[config.mk]
export PLATFORM = sky130hd
export DESIGN_NAME = alu_seq
export DESIGN_NICKNAME = d
export VERILOG_FILES = /design/src/rtl/alu_seq.sv
export SDC_FILE = /design/constraint.sdc
export NUM_CORES = 1
export LEC_CHECK = 0
export CAP_MARGIN = 20
export CORE_MARGIN = 3
export CORE_UTILIZATION = 50
export DETAILED_ROUTE_END_ITERATION = 8
export PLACE_DENSITY = 0.8
export SLEW_MARGIN = 20
export SYNTH_ARGS = -nofsm -noshare
export SYNTH_HDL_FRONTEND = slang
export SYNTH_SLANG_ARGS = --single-unit
[constraint.sdc]
create_clock -name clk -period 5.2 [get_ports clk]
set_input_delay 1.04 -clock clk [delete_from_list [all_inputs] [get_ports clk]]
set_output_delay 1.04 -clock clk [all_outputs]
set_load 0.02 [all_outputs]
[src/rtl/alu_seq.sv]
// Registered ALU with valid/ready handshakes on both sides and a multi-cycle
// shift-add multiplier; one operation in flight at a time.
module alu_seq #(
  parameter int WIDTH = 8
) (
  input  logic             clk,
  input  logic             rst,
  input  logic             in_valid,
  output logic             in_ready,
  input  logic [WIDTH-1:0] A,
  input  logic [WIDTH-1:0] B,
  input  logic [2:0]       op,
  output logic             out_valid,
  input  logic             out_ready,
  output logic [WIDTH-1:0] out,
  output logic             zero,
  output logic             carry,
  output logic             ovf
);

  localparam int HALF = WIDTH / 2;
  localparam int CW   = (HALF > 1) ? $clog2(HALF) : 1;

  localparam logic [2:0] OP_NOT = 3'b000;
  localparam logic [2:0] OP_OR  = 3'b001;
  localparam logic [2:0] OP_XOR = 3'b010;
  localparam logic [2:0] OP_AND = 3'b011;
  localparam logic [2:0] OP_MUL = 3'b100;
  localparam logic [2:0] OP_ADD = 3'b101;
  localparam logic [2:0] OP_SUB = 3'b110;
  localparam logic [2:0] OP_SLT = 3'b111;

  typedef enum logic [1:0] {
    IDLE    = 2'd0,
    MUL_RUN = 2'd1,
    DONE    = 2'd2
  } state_t;

  state_t           state_r;
  state_t           state_s;
  logic [HALF-1:0]  a_r;
  logic [HALF-1:0]  b_r;
  logic [WIDTH-1:0] acc_r;
  logic [CW-1:0]    cnt_r;
  logic [WIDTH-1:0] out_r;
  logic             zero_r;
  logic             carry_r;
  logic             ovf_r;

  logic [WIDTH:0]   sum_s;
  logic [WIDTH:0]   diff_s;
  logic             slt_s;
  logic [WIDTH-1:0] res_s;
  logic             cy_s;
  logic             ov_s;
  logic [WIDTH-1:0] pp_s;
  logic [WIDTH-1:0] acc_next_s;
  logic             mul_last_s;
  logic             accept_s;

  assign in_ready  = (state_r == IDLE);
  assign out_valid = (state_r == DONE);
  assign out       = out_r;
  assign zero      = zero_r;
  assign carry     = carry_r;
  assign ovf       = ovf_r;

  assign accept_s   = in_valid && (state_r == IDLE);
  assign sum_s      = {1'b0, A} + {1'b0, B};
  assign diff_s     = {1'b0, A} - {1'b0, B};
  assign slt_s      = ($signed(A) < $signed(B));
  assign mul_last_s = (cnt_r == CW'(HALF - 1));
  assign pp_s       = {{HALF{1'b0}}, a_r} << cnt_r;

  // Single-cycle result and flags for every op except MUL.
  always_comb begin
    res_s = {WIDTH{1'b0}};
    cy_s  = 1'b0;
    ov_s  = 1'b0;
    case (op)
      OP_NOT: res_s = ~A;
      OP_OR:  res_s = A | B;
      OP_XOR: res_s = A ^ B;
      OP_AND: res_s = A & B;
      OP_ADD: begin
        res_s = sum_s[WIDTH-1:0];
        cy_s  = sum_s[WIDTH];
        ov_s  = (A[WIDTH-1] == B[WIDTH-1]) && (sum_s[WIDTH-1] != A[WIDTH-1]);
      end
      OP_SUB: begin
        res_s = diff_s[WIDTH-1:0];
        cy_s  = diff_s[WIDTH];  // borrow out equals unsigned A < B
        ov_s  = (A[WIDTH-1] != B[WIDTH-1]) && (diff_s[WIDTH-1] != A[WIDTH-1]);
      end
      OP_SLT: res_s = {{(WIDTH-1){1'b0}}, slt_s};
      default: res_s = {WIDTH{1'b0}};
    endcase
  end

  // Shift-add step: b_r is shifted right each cycle so bit 0 is the current multiplier bit.
  always_comb begin
    acc_next_s = acc_r;
    if (b_r[0]) begin
      acc_next_s = acc_r + pp_s;
    end else begin
      acc_next_s = acc_r;
    end
  end

  // Next-state logic.
  always_comb begin
    state_s = state_r;
    case (state_r)
      IDLE: begin
        if (in_valid) begin
          state_s = (op == OP_MUL) ? MUL_RUN : DONE;
        end else begin
          state_s = IDLE;
        end
      end
      MUL_RUN: begin
        if (mul_last_s) begin
          state_s = DONE;
        end else begin
          state_s = MUL_RUN;
        end
      end
      DONE: begin
        if (out_ready) begin
          state_s = IDLE;
        end else begin
          state_s = DONE;
        end
      end
      default: state_s = IDLE;
    endcase
  end

  // State register.
  always_ff @(posedge clk) begin
    if (rst) begin
      state_r <= IDLE;
    end else begin
      state_r <= state_s;
    end
  end

  // Operand capture, multiplier progress and result/flag registers.
  always_ff @(posedge clk) begin
    if (rst) begin
      a_r     <= {HALF{1'b0}};
      b_r     <= {HALF{1'b0}};
      acc_r   <= {WIDTH{1'b0}};
      cnt_r   <= {CW{1'b0}};
      out_r   <= {WIDTH{1'b0}};
      zero_r  <= 1'b0;
      carry_r <= 1'b0;
      ovf_r   <= 1'b0;
    end else begin
      case (state_r)
        IDLE: begin
          if (accept_s) begin
            a_r   <= A[HALF-1:0];
            b_r   <= B[HALF-1:0];
            acc_r <= {WIDTH{1'b0}};
            cnt_r <= {CW{1'b0}};
            if (op != OP_MUL) begin
              out_r   <= res_s;
              zero_r  <= (res_s == {WIDTH{1'b0}});
              carry_r <= cy_s;
              ovf_r   <= ov_s;
            end
          end
        end
        MUL_RUN: begin
          acc_r <= acc_next_s;
          b_r   <= b_r >> 1;
          cnt_r <= cnt_r + {{(CW-1){1'b0}}, 1'b1};
          if (mul_last_s) begin
            out_r   <= acc_next_s;
            zero_r  <= (acc_next_s == {WIDTH{1'b0}});
            carry_r <= 1'b0;
            ovf_r   <= 1'b0;
          end
        end
        DONE: begin
          out_r <= out_r;
        end
        default: begin
          out_r <= {WIDTH{1'b0}};
        end
      endcase
    end
  end

endmodule

[After elaboration in Yosys (flattened, before gate mapping)]
Cells that the tools add are included.
Cells by class
  reduce and logical (&&, ||, !) cells: 12
  mux-type cells: 30
  bitwise logic cells: 5
  equality and inequality tests: 18
  add/sub/neg operators: 4
  div/mod/pow operators: 0
  multiply operators: 0
  magnitude comparators: 1
  shifts and indexed selects: 1
Operator list (number)
  $pmux W8 S7: 1
  $mux W8: 5
  $pmux W8 S3: 1
  $logic_not A8 Y1: 2
  $pmux W8 S2: 1
  $eq A3 B3 Y1 const B: 4
  $mux W2: 5
  $pmux W1 S2: 5
  $add A8 B8 Y9: 1
  $sub A8 B8 Y9: 1
  $add A8 B8 Y8: 1
  $and A8 B8 Y8: 1
  $lt A8 B8 Y1: 1
  $mux W1: 8
  $not A8 Y8: 1
  $or A8 B8 Y8: 1
  $pmux W4 S2: 1
  $reduce_and A4 Y1: 2
  $shl A4 B2 Y8: 1
  $xor A8 B8 Y8: 1
  $eq A3 B2 Y1 const B: 2
  $pmux W2 S3: 1
  $eq A2 B2 Y1 const B: 2
  $mux W4: 1
  other kinds (15): 21
Word-level totals
  memories kept: 0
  input port bits: 23
  memory bits (read-only): 0
  RAM bits: 0
  output and inout bits: 13
  logic and storage cells: 80
  register bits: 31
  latch bits: 0

[Logic depth before layout (Yosys ltp)]
Gate-level depths: netlist of run 1.
  word-level depth: 7
  mapped depth: 12
  depth with buffers taken out: 11

[Least setup slack after synthesis of run 1]
OpenSTA, ideal clock, no wires.
  path kind: input to register
  from: input A[0]
  to: register zero_r (netlist: zero)
  slack: 2.314 ns
  cell stages on the path: 10
  data required time: 5.143 ns
  setup time: 0.057 ns
  buffers on the path: 0
  arrival time: 2.828 ns
  path through: inv_1 ha_1 fa_1 o21bai_1 a211oi_1 xnor2_1 a221oi_1 nand4_1 nor4_1 a21o_1
On the way
  longest elaborated chain between the ends: 6
  elaborated cells on any way between the ends: 12
  those cells by class: 2 x add/sub; 1 x order compare; 4 x mux; 4 x bitwise; 1 x reduce/logical
RTL lines
  start, declared: line 10  | input logic [WIDTH-1:0] A,
  $sub A8 B8 Y9 (tied with other cells): line 70  | assign diff_s = {1'b0, A} - {1'b0, B};
  $pmux W8 S7 *: line 80  | case (op)
  $logic_not A8 Y1 *: line 169  | zero_r <= (res_s == {WIDTH{1'b0}});
  $mux W1 *: line 167  | if (op != OP_MUL) begin
  $mux W1 *: line 162  | if (accept_s) begin
  $pmux W1 S2 *: line 160  | case (state_r)
  end signal, assigned: line 169
  end signal, assigned: line 181  | zero_r <= (acc_next_s == {WIDTH{1'b0}});
  end, declared: line 46  | logic zero_r;
Every way passes the cells marked *; elsewhere a longest branch is shown, timed or not. The select of a mux whose other input is x is not followed.
A chain may end at the register's enable or synchronous reset.

[Final worst setup path of run 1]
Ends and elaborated chain as after synthesis.

==> impl_metrics.ini, run 1 <==
[yosys]
synth.area.top_cells = dfxtp_1 (20%), ha_1 (13%), nor2_1 (5.2%)
syn_inst = 402
synth.top_cell.area_share_pct = 19.7
synth_async_sr_flop_share_pct = 0
synth_nets = 461
synth-seq-cells = 31
ys_warn_count = 0
yosysTopAreaCell = dfxtp_1
synth_area_per_cell_sq_um = 7.83
ys_seq_area_share_pct = 19.7
synth_edf_count = 0
synth.distinct_cells = 67
synth_ff_type = dfxtp_1
syn_area_sq_mm = 0.00315

[finish]
postLayoutCoreUtil_pct = 60.0
drive_above_1_share_pct = 6.09
n_antenna_cell = 0
fin_cells = 502
final_common_cell = nor2_1
seqCellArea_sq_um = 621
final_cell_mix = nor2_1 (44), inv_1 (38), nand2_1 (37), clkdlybuf4s50_1 (35), ha_1 (33)
fin_nets = 485
fillCellCount = 523
syn2layout_area_growth_pct = 14.8
multi_input_area_sq_mm = 0.00228
finalInstanceArea_sq_mm = 0.00362

[detailed_routing]
via_count = 3122
drc = 0
drtIter0Drc = 218
wl_per_cell_microns = 15.9
wirelength_microns = 7980
vias_per_cell = 6.22
first_pass_iters = 5
drtAntennaViolNets = 0

[power]
power_mw = 0.738
irDropWorstVdd_uv = 160
leakagePower_nw = 1.48
power_density_mw_per_mm2 = 204

[clocking]
cts_resized = 0
postCtsSetupBuffers = 0
postCtsHoldBufs = 0
cts_max_level = 2
clk_latency_ns = 0.29
cts_buffer_depth = 2
clkTransAtPathRegs_ns = 0.07
clock_sinks = 31
cts_tree = built
clockRootBuffer = clkbuf_8
cts_inserted_buffers = 5

[sta]
fmax_mhz = 281
rsz0062_at_grt = false
fin_tns_setup_ns = 0
holdWs_ns = 0.465
post-route-min-period_ns = 3.56
setup_viol = 0
tightest_slew_ns = 0.897
worst_slack_ns = 1.64
maxSlewViolCount = 0
slew_headroom_pct = 40.0
timing.final.hold_violations = 0
finalCritPeriodShare_pct = 68.4
final.setup_skew_ns = 0.00875

[placed_design]
numPortBuffers = 35
post_dp_cell_area_sq_mm = 0.00351
dp_cells = 494
gp_congestion = 0.947
pre_cts_ws_ns = 1.39
dpl.hpwl_microns = 6290

[die]
core_sq_mm = 0.00603
start_util_pct = 52.3
dieWidth_microns = 85.4
dieArea_sq_mm = 0.00729
ios = 36
die_h_microns = 85.4
rows = 28

[critical_path]
cp.arrival_ns = 3.80
path_class = in -> reg
worstPathMaxFanout = 4
critPathLaunchType = input pin
cp.required_ns = 5.45
cp-end-kind = flop

[global_routing]
grt_pass1_wl_microns = 13200
antenna_found_initial = 0
overflow = 0
grt_usage_pct = 22.5
grt_pass1_vias = 2781
grt_max_degree = 36

[hold_path]
worstHoldPathType = reg -> reg

[run]
max_cap_viol_count = 0

[outcome]
status = complete, no violations
## metal layers
layer / wire length, microns / GRT usage, % / up-vias
met1: 3750 / 33.2 / 1450
met4: 142 / 5.90 / 0
met3: 583 / 5.15 / 19
li1: - / - / 1515
met5: 0 / 0 / -
met2: 3500 / 32.8 / 138
## worst paths after layout
path,from,endpoint,slack [ns],cells after the start
max,A[0],zero,1.64,11
min,out[1],out[1],0.46,2
max reg2reg,cnt_r[1],zero,2.26,11
min reg2reg,out[1],out[1],0.46,2
## kinds of logic after synthesis
family / after synthesis / synth area share [%]
buf+inv: 60 / 7.95
simple gates: 129 / 19.6
fa+ha+maj: 36 / 15.0
mux: 19 / 8.14
compound gates: 123 / 28.4
flops: 31 / 19.7
xor+xnor: 4 / 1.11
## worst max-delay path, cell delays in order
cell and delay, ns:
clkdlybuf4s50_1 0.53, ha_1 0.22, inv_1 0.08, fa_1 0.43
nor2b_1 0.18, o31a_1 0.25, a311oi_1 0.07, a221oi_1 0.35
nand4_1 0.17, nor4_1 0.30, a21o_1 0.16
## registers in the layout, indices dropped and copies added (netlist names)
register  flops
acc_r         8
out           8
a_r           4
b_r           4
cnt_r         2
state_r       2
carry         1
ovf           1
zero          1
## cells in the mapped netlist, drive strengths merged (5+ instances only)
| master | n |
|---|---|
| a21o | 7 |
| a21oi | 22 |
| a211oi | 12 |
| nand2 | 37 |
| o21ai | 20 |
| o21bai | 5 |
| dfxtp | 31 |
| ha | 33 |
| nor2b | 6 |
| a221oi | 5 |
| clkbuf | 11 |
| a311oi | 7 |
| buf | 10 |
| mux2i | 11 |
| nor3 | 11 |
| inv | 39 |
| nor2 | 44 |
| mux4 | 5 |
## report_power, final
| group | total [mW] | leakage (nW) | switching (mW) | internal, mW |
|---|---|---|---|---|
| logic | 0.254 | 1.18 | 0.144 | 0.110 |
| clock network | 0.217 | 0.0505 | 0.0964 | 0.120 |
| registers | 0.267 | 0.253 | 0.0163 | 0.251 |
## area by class of cell
class                           count  area share (%)
Tap cell                           75            2.60
Timing Repair Buffer               38            10.3
Inverter                           39            4.05
Clock buffer                        7            2.66
Clock inverter                      1           0.208
Sequential cell                    31            17.2
Multi-Input combinational cell    311            63.0
Power figures use the tool's default switching activity.
==> run 2, diff against run 1 <==
Clock period 5.2 ns to 3.3 ns, I/O delays scaled along.
==> impl_metrics.ini, run 2 (synthesized netlist as in run 1, its figures left out) <==
[critical_path]
worstPathMaxFanout = 8
crit_end = out[5]
r2r_slack_ns = 0.28
critPathSlowestCell = clkdlybuf4s50_1
cp_common_cell = inv_1
critPathLaunchType = input pin
path_class = in -> reg
r2r_cells = 11
cp-end-kind = flop
r2r-start = cnt_r[1]
crit_buf_inv = 3
crit_chain = clkdlybuf4s50_1 -> inv_1 -> ha_1 -> inv_1 -> and3_1 -> a2111oi_2 -> a221oi_1 -> o22ai_1 -> nand2_1 -> a311oi_1
cp_top_family = compound AO/OA/AOI/OAI gates
r2r-end = zero
cp.required_ns = 3.49
critical_path_depth = 10
slowest_delay_ns = 0.51
cp.arrival_ns = 3.29
cp-startpoint = A[4]

[die]
die_h_microns = 85.4
start_util_pct = 52.3
rows = 28
ios = 36
core_sq_mm = 0.00603
dieWidth_microns = 85.4
dieArea_sq_mm = 0.00729

[clocking]
postCtsHoldBufs = 0
postCtsSetupBuffers = 0
clockRootBuffer = clkbuf_8
cts_buffer_depth = 2
clkTransAtPathRegs_ns = 0.07
clk_latency_ns = 0.29
cts_max_level = 2
cts_resized = 0
cts_inserted_buffers = 5
cts_tree = built
clock_sinks = 31

[placed_design]
dpl.hpwl_microns = 6830
gp_congestion = 0.953
numPortBuffers = 35

[detailed_routing]
drtAntennaViolNets = 0
wl_per_cell_microns = 16.9
vias_per_cell = 6.16
drtIter0Drc = 201
wirelength_microns = 8750
first_pass_iters = 5
drc = 0
via_count = 3190

[hold_path]
hold_depth = 2
worstHoldPathType = reg -> reg
hp-start = ovf

[sta]
maxSlewViolCount = 0
setup_viol = 0
post-route-min-period_ns = 3.09
tightest_slew_ns = 0.793
holdWs_ns = 0.467
finalCritPeriodShare_pct = 93.7
timing.final.hold_violations = 0
fin_tns_setup_ns = 0
rsz0062_at_grt = false
fmax_mhz = 324
slew_headroom_pct = 46.8
final.setup_skew_ns = 0.00615

[power]
power_density_mw_per_mm2 = 331
leakagePower_nw = 1.57
irDropWorstVdd_uv = 295
power_mw = 1.24

[global_routing]
grt_pass1_wl_microns = 14800
grt_pass1_vias = 3147
grt_max_degree = 35
grt_usage_pct = 24.7
antenna_found_initial = 0
overflow = 0

[finish]
n_antenna_cell = 0
final_common_cell = nor2_1
final_cell_mix = nor2_1 (44), inv_1 (38), nand2_1 (37), clkdlybuf4s50_1 (35), ha_1 (33)
syn2layout_area_growth_pct = 19.1
postLayoutCoreUtil_pct = 62.2
drive_above_1_share_pct = 9.48
fin_nets = 501

[outcome]
status = complete, no violations

[run]
max_cap_viol_count = 0
[run 2: changes by cell type in the layout (fill, tap and decap cells not counted)]
| cell | delta |
|---|---|
| buf_4 | +16 |
| clkinv_2 | +1 |
| clkbuf_8 | -1 |
| bufinv_16 | +1 |
| clkinvlp_4 | -1 |
[run 2: tightest hold or removal path: cells and delay by family, from the launching register on]
kind / cells / cell delay [ns]
flip-flops: 1 / 0.34
AND/OR/NAND/NOR: 1 / 0.05
AO/OA/AOI/OAI: 1 / 0.05
[run 2: worst min path at each step]
stage	endpoint	slack [ns]
finish	ovf	0.47
global route	b_r[2]	0.50
CTS	ovf	0.47
detailed placement	ovf	0.45
global placement	ovf	0.44
floorplan	acc_r[5]	0.45
[run 2: layer usage]
| metal | wire (microns) | GRT usage, % |
|---|---|---|
| met1 | 3890 | 33.5 |
| met2 | 4020 | 40.8 |
| met3 | 659 | 3.40 |
| met4 | 178 | 7.63 |
| met5 | 0 | 0 |
[run 2: power by group]
group / internal, mW / leakage (nW) / switching (mW) / total [mW]
registers: 0.396 / 0.253 / 0.0251 / 0.421
clock network: 0.244 / 0.0612 / 0.149 / 0.393
logic: 0.188 / 1.26 / 0.239 / 0.427
total: 0.828 / 1.57 / 0.413 / 1.24
[run 2: final cells by class]
type / instances / area (sq um)
fill: 538 / 2280
clock inverter: 2 / 35.0
multi-input combinational: 311 / 2280
inverter: 39 / 146
tap: 75 / 93.8
timing repair buffer: 54 / 493
sequential: 31 / 621
clock buffer: 6 / 82.6
[run 2: per-stage QoR]
stage	cells	setup slack, ns	instance area [sq um]
after floorplan	402	0.656	3150
after global placement	510	0.0661	3630
after detailed placement	510	-0.0338	3630
after CTS	518	0.261	3750
after global routing	518	0.00568	3750
final	518	0.209	3750
==> run 3, diff against run 2 <==
==> constraint.sdc (replaced) <==
create_clock -name clk -period 3.3 [get_ports clk]
set_input_delay 0.66 -clock clk [delete_from_list [all_inputs] [get_ports clk]]
set_output_delay 0.66 -clock clk [all_outputs]
set_load 0.005 [all_outputs]
==> results of run 3 <==
The final DEF is identical to that of run 2. Status: complete, no violations.
Main changes from that run: total power 1.24 mW -> 1.22 mW
